**config.mk**
```make
export PLATFORM = sky130hd
export DESIGN_NAME = sensor_cond_flat
export DESIGN_NICKNAME = d
export VERILOG_FILES = /design/src/rtl/sensor_cond_if.sv /design/src/rtl/sensor_cond.sv /design/src/flat_wrapper.sv
export SDC_FILE = /design/constraint.sdc
export NUM_CORES = 1
export LEC_CHECK = 0
export BUFFER_PORTS_ARGS = -buffer_cell sky130_fd_sc_hd__buf_4
export CELL_PAD_IN_SITES_DETAIL_PLACEMENT = 1
export CELL_PAD_IN_SITES_GLOBAL_PLACEMENT = 1
export CORE_UTILIZATION = 37
export CTS_BUF_LIST = sky130_fd_sc_hd__clkbuf_8
export CTS_CLUSTER_DIAMETER = 50
export DETAILED_ROUTE_END_ITERATION = 8
export PLACE_DENSITY_LB_ADDON = 0.15
export SYNTH_ARGS = -nofsm -noshare
export SYNTH_HDL_FRONTEND = slang
export SYNTH_SLANG_ARGS = --single-unit
```
**constraint.sdc**
```tcl
create_clock -name clk -period 3 [get_ports clk]
set_clock_uncertainty 0.05 [all_clocks]
set_input_delay 0.9 -clock clk [delete_from_list [all_inputs] [get_ports clk]]
set_output_delay 0.9 -clock clk [all_outputs]
set_load 0.02 [all_outputs]
```
**src/rtl/sensor_cond_if.sv**
```systemverilog
// Sample bus into the conditioner and the classified result bus out of it.
interface sensor_cond_if #(
  parameter int DATA_W = 8
);
  logic [DATA_W-1:0] nivel;
  logic              nivel_valid;
  logic              aviso;
  logic              alarma;
  logic [1:0]        estado_sens;
  logic [DATA_W-1:0] nivel_pico;

  modport master (
    output nivel, nivel_valid,
    input  aviso, alarma, estado_sens, nivel_pico
  );

  modport slave (
    input  nivel, nivel_valid,
    output aviso, alarma, estado_sens, nivel_pico
  );
endinterface

```
**src/rtl/sensor_cond.sv**
```systemverilog
// Input conditioning ahead of the alarm/ventilation controller:
// switch/contact debounce, thresholded level classifier with hysteresis
// and persistence, and a peak-hold of the level for display.
//
// state  | meaning
// NORMAL | level below warning band
// AVISO  | level in warning band
// ALARMA | level in alarm band
module sensor_cond #(
  parameter int DATA_W    = 8,
  parameter int TH_AVISO  = 100,
  parameter int TH_ALARMA = 180,
  parameter int HYST      = 10,
  parameter int PERSIST   = 3,
  parameter int DB_CYCLES = 16
) (
  input  logic         clk,
  input  logic         reset,
  input  logic         en_raw,
  input  logic         vent_raw,
  output logic         EN,
  output logic         vent,
  sensor_cond_if.slave bus
);

  typedef enum logic [1:0] {
    NORMAL = 2'b00,
    AVISO  = 2'b01,
    ALARMA = 2'b10
  } cls_e;

  localparam int DBW = $clog2(DB_CYCLES + 1);
  localparam int PW  = $clog2(PERSIST + 1);
  localparam logic [DBW:0]    DB_LIM  = (DBW + 1)'(DB_CYCLES);
  localparam logic [PW:0]     P_LIM   = (PW + 1)'(PERSIST);
  localparam logic [DATA_W:0] TH_AL   = (DATA_W + 1)'(TH_ALARMA);
  localparam logic [DATA_W:0] TH_AL_H = (DATA_W + 1)'(TH_ALARMA - HYST);
  localparam logic [DATA_W:0] TH_AV   = (DATA_W + 1)'(TH_AVISO);
  localparam logic [DATA_W:0] TH_AV_H = (DATA_W + 1)'(TH_AVISO - HYST);

  // bit 0 = enable switch, bit 1 = ventilation contact
  logic [1:0]     sync1_q, sync1_d;
  logic [1:0]     sync2_q, sync2_d;
  logic [1:0]     db_q, db_d;
  logic [DBW-1:0] dbcnt_q [2];
  logic [DBW-1:0] dbcnt_d [2];
  logic [DBW:0]   db_inc  [2];

  cls_e           state_q, state_d;
  cls_e           pend_q, pend_d;
  logic [PW-1:0]  pcnt_q, pcnt_d;
  logic [PW:0]    pinc;
  cls_e           cls;
  logic [DATA_W:0] nivel_x;

  logic [DATA_W-1:0] pico_q, pico_d;
  logic              en_rise;

  // Synchronize both raw inputs and restart the stability count on any bounce.
  always_comb begin
    sync1_d = {vent_raw, en_raw};
    sync2_d = sync1_q;
    db_d    = db_q;
    for (int i = 0; i < 2; i++) begin
      dbcnt_d[i] = '0;
      db_inc[i]  = {1'b0, dbcnt_q[i]} + (DBW + 1)'(1);
      if (sync2_q[i] != db_q[i]) begin
        if (db_inc[i] == DB_LIM) begin
          db_d[i] = sync2_q[i];
        end else begin
          dbcnt_d[i] = db_inc[i][DBW-1:0];
        end
      end
    end
  end

  // Debounce registers.
  always_ff @(posedge clk or negedge reset) begin
    if (!reset) begin
      sync1_q    <= '0;
      sync2_q    <= '0;
      db_q       <= '0;
      dbcnt_q[0] <= '0;
      dbcnt_q[1] <= '0;
    end else begin
      sync1_q    <= sync1_d;
      sync2_q    <= sync2_d;
      db_q       <= db_d;
      dbcnt_q[0] <= dbcnt_d[0];
      dbcnt_q[1] <= dbcnt_d[1];
    end
  end

  // Classify the sample, then require PERSIST consecutive agreeing samples to move.
  always_comb begin
    nivel_x = {1'b0, bus.nivel};
    cls     = NORMAL;
    if (nivel_x >= TH_AL || (state_q == ALARMA && nivel_x >= TH_AL_H)) begin
      cls = ALARMA;
    end else if (nivel_x >= TH_AV || (state_q != NORMAL && nivel_x >= TH_AV_H)) begin
      cls = AVISO;
    end
    state_d = state_q;
    pend_d  = pend_q;
    pcnt_d  = pcnt_q;
    pinc    = '0;
    if (bus.nivel_valid) begin
      if (cls == state_q) begin
        pcnt_d = '0;
      end else begin
        if (cls == pend_q) begin
          pinc = {1'b0, pcnt_q} + (PW + 1)'(1);
        end else begin
          pend_d = cls;
          pinc   = (PW + 1)'(1);
        end
        if (pinc == P_LIM) begin
          state_d = cls;
          pcnt_d  = '0;
        end else begin
          pcnt_d = pinc[PW-1:0];
        end
      end
    end
  end

  // Classifier state register.
  always_ff @(posedge clk or negedge reset) begin
    if (!reset) begin
      state_q <= NORMAL;
      pend_q  <= NORMAL;
      pcnt_q  <= '0;
    end else begin
      state_q <= state_d;
      pend_q  <= pend_d;
      pcnt_q  <= pcnt_d;
    end
  end

  // Peak hold; a fresh enable clears it and wins over a coincident sample.
  always_comb begin
    en_rise = db_d[0] & ~db_q[0];
    pico_d  = pico_q;
    if (en_rise) begin
      pico_d = '0;
    end else if (bus.nivel_valid && bus.nivel > pico_q) begin
      pico_d = bus.nivel;
    end
  end

  // Peak register.
  always_ff @(posedge clk or negedge reset) begin
    if (!reset) begin
      pico_q <= '0;
    end else begin
      pico_q <= pico_d;
    end
  end

  assign EN              = db_q[0];
  assign vent            = db_q[1];
  assign bus.aviso       = (state_q == AVISO);
  assign bus.alarma      = (state_q == ALARMA);
  assign bus.estado_sens = state_q;
  assign bus.nivel_pico  = pico_q;

endmodule

```
**src/flat_wrapper.sv**
```systemverilog
// flat-port wrapper written by rule: the top's interface ports become plain ports
module sensor_cond_flat 
#(
  parameter int DATA_W    = 8,
  parameter int TH_AVISO  = 100,
  parameter int TH_ALARMA = 180,
  parameter int HYST      = 10,
  parameter int PERSIST   = 3,
  parameter int DB_CYCLES = 16
)
  (clk, reset, en_raw, vent_raw, EN, vent, bus_nivel, bus_nivel_valid, bus_aviso, bus_alarma, bus_estado_sens, bus_nivel_pico);
  sensor_cond_if #(.DATA_W(DATA_W)) bus_i ();
  input  logic clk;
  input  logic reset;
  input  logic en_raw;
  input  logic vent_raw;
  output logic EN;
  output logic vent;
  input wire logic [$bits(bus_i.nivel)-1:0] bus_nivel;
  input wire logic [$bits(bus_i.nivel_valid)-1:0] bus_nivel_valid;
  output wire logic [$bits(bus_i.aviso)-1:0] bus_aviso;
  output wire logic [$bits(bus_i.alarma)-1:0] bus_alarma;
  output wire logic [$bits(bus_i.estado_sens)-1:0] bus_estado_sens;
  output wire logic [$bits(bus_i.nivel_pico)-1:0] bus_nivel_pico;
  assign bus_i.nivel = bus_nivel;
  assign bus_i.nivel_valid = bus_nivel_valid;
  assign bus_aviso = bus_i.aviso;
  assign bus_alarma = bus_i.alarma;
  assign bus_estado_sens = bus_i.estado_sens;
  assign bus_nivel_pico = bus_i.nivel_pico;
  sensor_cond #(.DATA_W(DATA_W), .TH_AVISO(TH_AVISO), .TH_ALARMA(TH_ALARMA), .HYST(HYST), .PERSIST(PERSIST), .DB_CYCLES(DB_CYCLES)) u_core (.clk(clk), .reset(reset), .en_raw(en_raw), .vent_raw(vent_raw), .EN(EN), .vent(vent), .bus(bus_i));
endmodule
```
Word-level counts from Yosys, hierarchy flattened
Index checks and enable logic that the tools add are counted.
{"block": "classes", "n_addsub": 3, "magnitude_cmp": 5, "eq_ne": 9, "n_mux": 15, "n_bitwise": 4, "reduce_logical": 10}
{"cell": "two-way mux 5 bit", "count": 4}
{"cell": "greater-or-equal comparator 8 x 7 -> 1 bit (second input constant)", "count": 2}
{"cell": "greater-or-equal comparator 8 bit (second input constant)", "count": 2}
{"cell": "two-way mux 8 bit", "count": 2}
{"cell": "adder 5 x 1 -> 6 bit (second input constant)", "count": 2}
{"cell": "== test 6 x 5 -> 1 bit (second input constant)", "count": 2}
{"cell": "two-way mux 3 bit", "count": 3}
{"cell": "greater-than comparator 8 bit", "count": 1}
{"cell": "two-way mux 2 bit", "count": 3}
{"cell": "AND reduction 3 bit", "count": 2}
{"cell": "== test 2 bit", "count": 2}
{"cell": "nonzero test 2 bit", "count": 2}
{"cell": "adder 2 x 1 -> 3 bit (second input constant)", "count": 1}
{"cell": "== test 3 x 2 -> 1 bit (second input constant)", "count": 1}
{"cell": "logical AND 1 bit", "count": 3}
{"cell": "two-way mux 1 bit", "count": 3}
{"cell": "NOT 1 bit", "count": 3}
{"cell": "== test 2 x 1 -> 1 bit (second input constant)", "count": 1}
{"cell": "== test 2 bit (second input constant)", "count": 1}
{"cell": "logical OR 1 bit", "count": 2}
{"cell": "!= test 1 bit", "count": 2}
{"cell": "AND reduction 2 bit", "count": 1}
{"cell": "AND 1 bit", "count": 1}
{"block": "totals", "reg_bits": 30, "inputBits": 13, "word_cells": 56}

Depth between registers and ports, before layout
{"block": "depth", "word_depth": 12, "depth_mapped": 9, "ltp_nobuf": 9}

Worst setup path before layout
OpenSTA, ideal clock, no wires.
{"block": "synth_timing", "kind": "input to register", "startpoint": "input bus_nivel[1]", "endpoint": "register u_core.state_q[0] (netlist: u_core.bus.estado_sens[0])", "setup_time_ns": 0.128, "t_arrival_ns": 2.359, "setup_slack_ns": 0.463, "cell_stages": 7, "path_cell_list": "o21ai_0 -> a21o_1 -> a21oi_2 -> or4b_1 -> o211ai_2 -> nand4_2 -> mux2_1"}
{"block": "synth_via", "elab_chain_cells": 11}
{"element": "from (decl)", "line_no": "flat_wrapper.sv:19", "source": "input wire logic [$bits(bus_i.nivel)-1:0] bus_nivel;"}
{"element": "greater-or-equal comparator 8 x 7 -> 1 bit", "line_no": "sensor_cond.sv:100", "source": "end else if (nivel_x >= TH_AV || (state_q != NORMAL && nivel_x >= TH_AV_H)) begin"}
{"element": "logical AND 1 bit", "line_no": "sensor_cond.sv:100"}
{"element": "logical OR 1 bit", "line_no": "sensor_cond.sv:100"}
{"element": "two-way mux 1 bit", "line_no": "sensor_cond.sv:100"}
{"element": "two-way mux 2 bit (*)", "line_no": "sensor_cond.sv:98", "source": "if (nivel_x >= TH_AL || (state_q == ALARMA && nivel_x >= TH_AL_H)) begin"}
{"element": "== test 2 bit", "line_no": "sensor_cond.sv:111", "source": "if (cls == pend_q) begin"}
{"element": "two-way mux 3 bit", "line_no": "sensor_cond.sv:111"}
{"element": "two-way mux 3 bit", "line_no": "sensor_cond.sv:108", "source": "if (cls == state_q) begin"}
{"element": "two-way mux 3 bit", "line_no": "sensor_cond.sv:107", "source": "if (bus.nivel_valid) begin"}
{"element": "== test 3 x 2 -> 1 bit", "line_no": "sensor_cond.sv:117", "source": "if (pinc == P_LIM) begin"}
{"element": "AND reduction 3 bit (no line)"}
{"element": "to (signal assigned)", "line_no": "sensor_cond.sv:134", "source": "state_q <= state_d;"}
{"element": "to (decl)", "line_no": "sensor_cond.sv:49", "source": "cls_e state_q, state_d;"}
Every way passes the cells marked *; elsewhere a longest branch is shown, timed or not. The select of a mux whose other input is x is not followed.
A chain may end at the register's enable or synchronous reset.

Worst setup path in the final report
{"block": "layout_timing", "startpoint": "input bus_nivel[2]", "endpoint": "register u_core.state_q[0] (netlist: u_core.bus.estado_sens[0])"}
Same word-level chain as after synthesis.

==> flow_metrics.tcl <==
set metrics [dict create \
    status "complete, no violations" \
    grt_pass1_wl_mm 6.64 \
    maxSlewHeadroom 0.585 \
    wl_per_cell_um 15.0 \
    vias 1333 \
    final_max_slew_viol_count 0 \
    ant_nets 0 \
    grt_usage 0.171 \
    dp_cells 240 \
    clock_latency_ps 270 \
    synth_warnings 0 \
    irDropWorstVdd_uv 279 \
    nNetsFinal 220 \
    area_growth_pct 20.3 \
    die-width_um 69.6 \
    worstMarginPinSlew_ps 622 \
    timing.fmax_mhz 381 \
    rsz0062_at_grt "false" \
    fp.dieH_um 69.6 \
    io_pins 27 \
    finalSetupTns_ps 0 \
    first_pass_iters 2 \
    setup_viol 0 \
    hpwl_mm 2.86 \
    p_leak_nw 0.967 \
    layout_common_cells "dfrtp_1, buf_4, nor2_1" \
    layout.cells.non_filler 247 \
    start_util 0.386 \
    end_kind "flip-flop" \
    arrival_ps 2730 \
    crit_buf_inv 1 \
    root_buffer "clkbuf_8" \
    grt_max_degree 31 \
    cts_buffers 5 \
    cp_top_family "simple AND/OR/NAND/NOR gates" \
    clock_sinks 30 \
    drt_iter0_drc 65 \
    cts_setup_buffers 0 \
    powerDensity_nw_per_um2 786 \
    cts_tree "yes" \
    drcViolationCount 0 \
    finalWirelength_mm 3.70 \
    synth_area_um2 1690 \
    crit_fanout 7 \
    ys.flop_type "dfrtp_1" \
    core_area_um2 4380 \
    portBuffers 26 \
    gp_congestion 0.822 \
    cpMaxStageDelayCell "or4b_1" \
    critPathMaxStageDelay_ps 570 \
    antennaDiodeCount 0 \
    syn_avg_cell_area_um2 10.5 \
    antenna_found_initial 0 \
    path_class "in2reg" \
    num_rows 24 \
    dieArea_um2 4850 \
    synth_seq_cells 30 \
    cp-start-kind "input port" \
    yosys.cell_types.count 41 \
    cts.htree.levels 2 \
    finalHoldViolations 0 \
    fin_crit_ps 2630 \
    drv_cap 0 \
    vias_per_cell 5.40 \
    period_share 0.876 \
    overflow 0 \
    synth_edf_count 0 \
    cp.required_ps 3110 \
    total_power_mw 1.60 \
    hp-class "reg2reg" \
    drive_gt1_frac 0.226 \
    path_cells "buf_4, o21ai_0, a21oi_2, or4b_1, o211ai_2, nand4_2, mux2_1" \
    netlist_instances 161 \
    cts_buffer_depth 2 \
    ctsHoldBuffers 0 \
    ys_seq_area_frac 0.443 \
    synthArstFlopShare 1.00 \
    layout_commonest_cell "dfrtp_1" \
    grt_pass1_vias 1445 \
    path_clk_slew_ps 60 \
    post_cts_resized 0 \
    synthesis.nets 186 \
]
==> power breakdown <==
part | switching [mW] | leakage, nW | internal, mW
sequential | 0.102 | 0.380 | 0.504
combinational | 0.378 | 0.540 | 0.327
clock | 0.139 | 0.0466 | 0.152
==> kinds of logic (layout without fill, tap and decap cells) <==
family          Yosys count  in the layout  share of synthesized area
simple gates             55             55                      0.172
buf+inv                   9             43                     0.0200
flops                    30             30                      0.443
xor+xnor                  8              8                     0.0414
fa+ha+maj                12             12                     0.0887
compound gates           33             33                      0.147
mux                      14             14                     0.0872
==> flip-flops by register name, indices dropped and copies added, names as in the netlist <==
signal                  cells
u_core.bus.estado_sens      2
u_core.pcnt_q               2
u_core.pend_q               2
u_core.bus.nivel_pico       8
u_core.sync2_q              2
u_core.sync1_q              2
u_core.dbcnt_q             10
u_core.db_q                 2
==> synth_stat cells, types with 2 or more instances <==
master    instances  area (um2)
a21o_1            3        22.5
a21oi_1           8        40.0
and4_1            2        17.5
dfrtp_1          30         751
ha_1             12         150
inv_1             9        33.8
mux2_1            2        22.5
mux2_2            4        45.0
mux2i_1           8        80.1
nand2_1           7        26.3
nand2b_1          2        12.5
nand3_1           6        30.0
nand4b_1          2        17.5
nor2_1           22        82.6
nor2b_1           5        31.3
o21a_1            3        22.5
o21ai_0           5        25.0
o31a_1            2        17.5
xnor2_1           4        35.0
xor2_1            4        35.0
==> layer usage <==
metal  wire (um)  up-vias  GRT usage
met2        1750       29      0.279
li1            -      638          -
met3         152       11     0.0451
met5           0        -          0
met1        1720      655      0.219
met4          78        0     0.0578
==> path summary, 6_finish.rpt <==
path	from	to	slack, ps	cells past startpoint
max	bus_nivel[2]	u_core.bus.estado_sens[0]	370	7
max reg2reg	u_core.bus.estado_sens[1]	u_core.bus.estado_sens[0]	730	7
min in group asynchronous	reset	u_core.dbcnt_q[7]	500	1
min	u_core.sync1_q[0]	u_core.sync2_q[0]	300	0
min reg2reg	u_core.sync1_q[0]	u_core.sync2_q[0]	300	0
max in group asynchronous	reset	u_core.dbcnt_q[4]	2110	1
==> per-stage QoR <==
stage	util	worst slack, ps	hold slack, ps	cell area [um2]
after floorplan	-	463	281	1690
after global placement	0.447	145	285	1960
after detailed placement	0.447	99.3	286	1960
after CTS	0.465	390	309	2040
after global routing	0.465	272	313	2040
final	0.465	373	303	2040
==> final cells by class <==
type | instances | area [um2]
inverter | 9 | 33.8
clock inverter | 2 | 7.51
fill | 496 | 2350
sequential | 30 | 751
clock buffer | 5 | 68.8
timing repair buffer | 27 | 203
tap | 52 | 65.1
multi-input combinational | 122 | 908
Power figures use the tool's default switching activity.
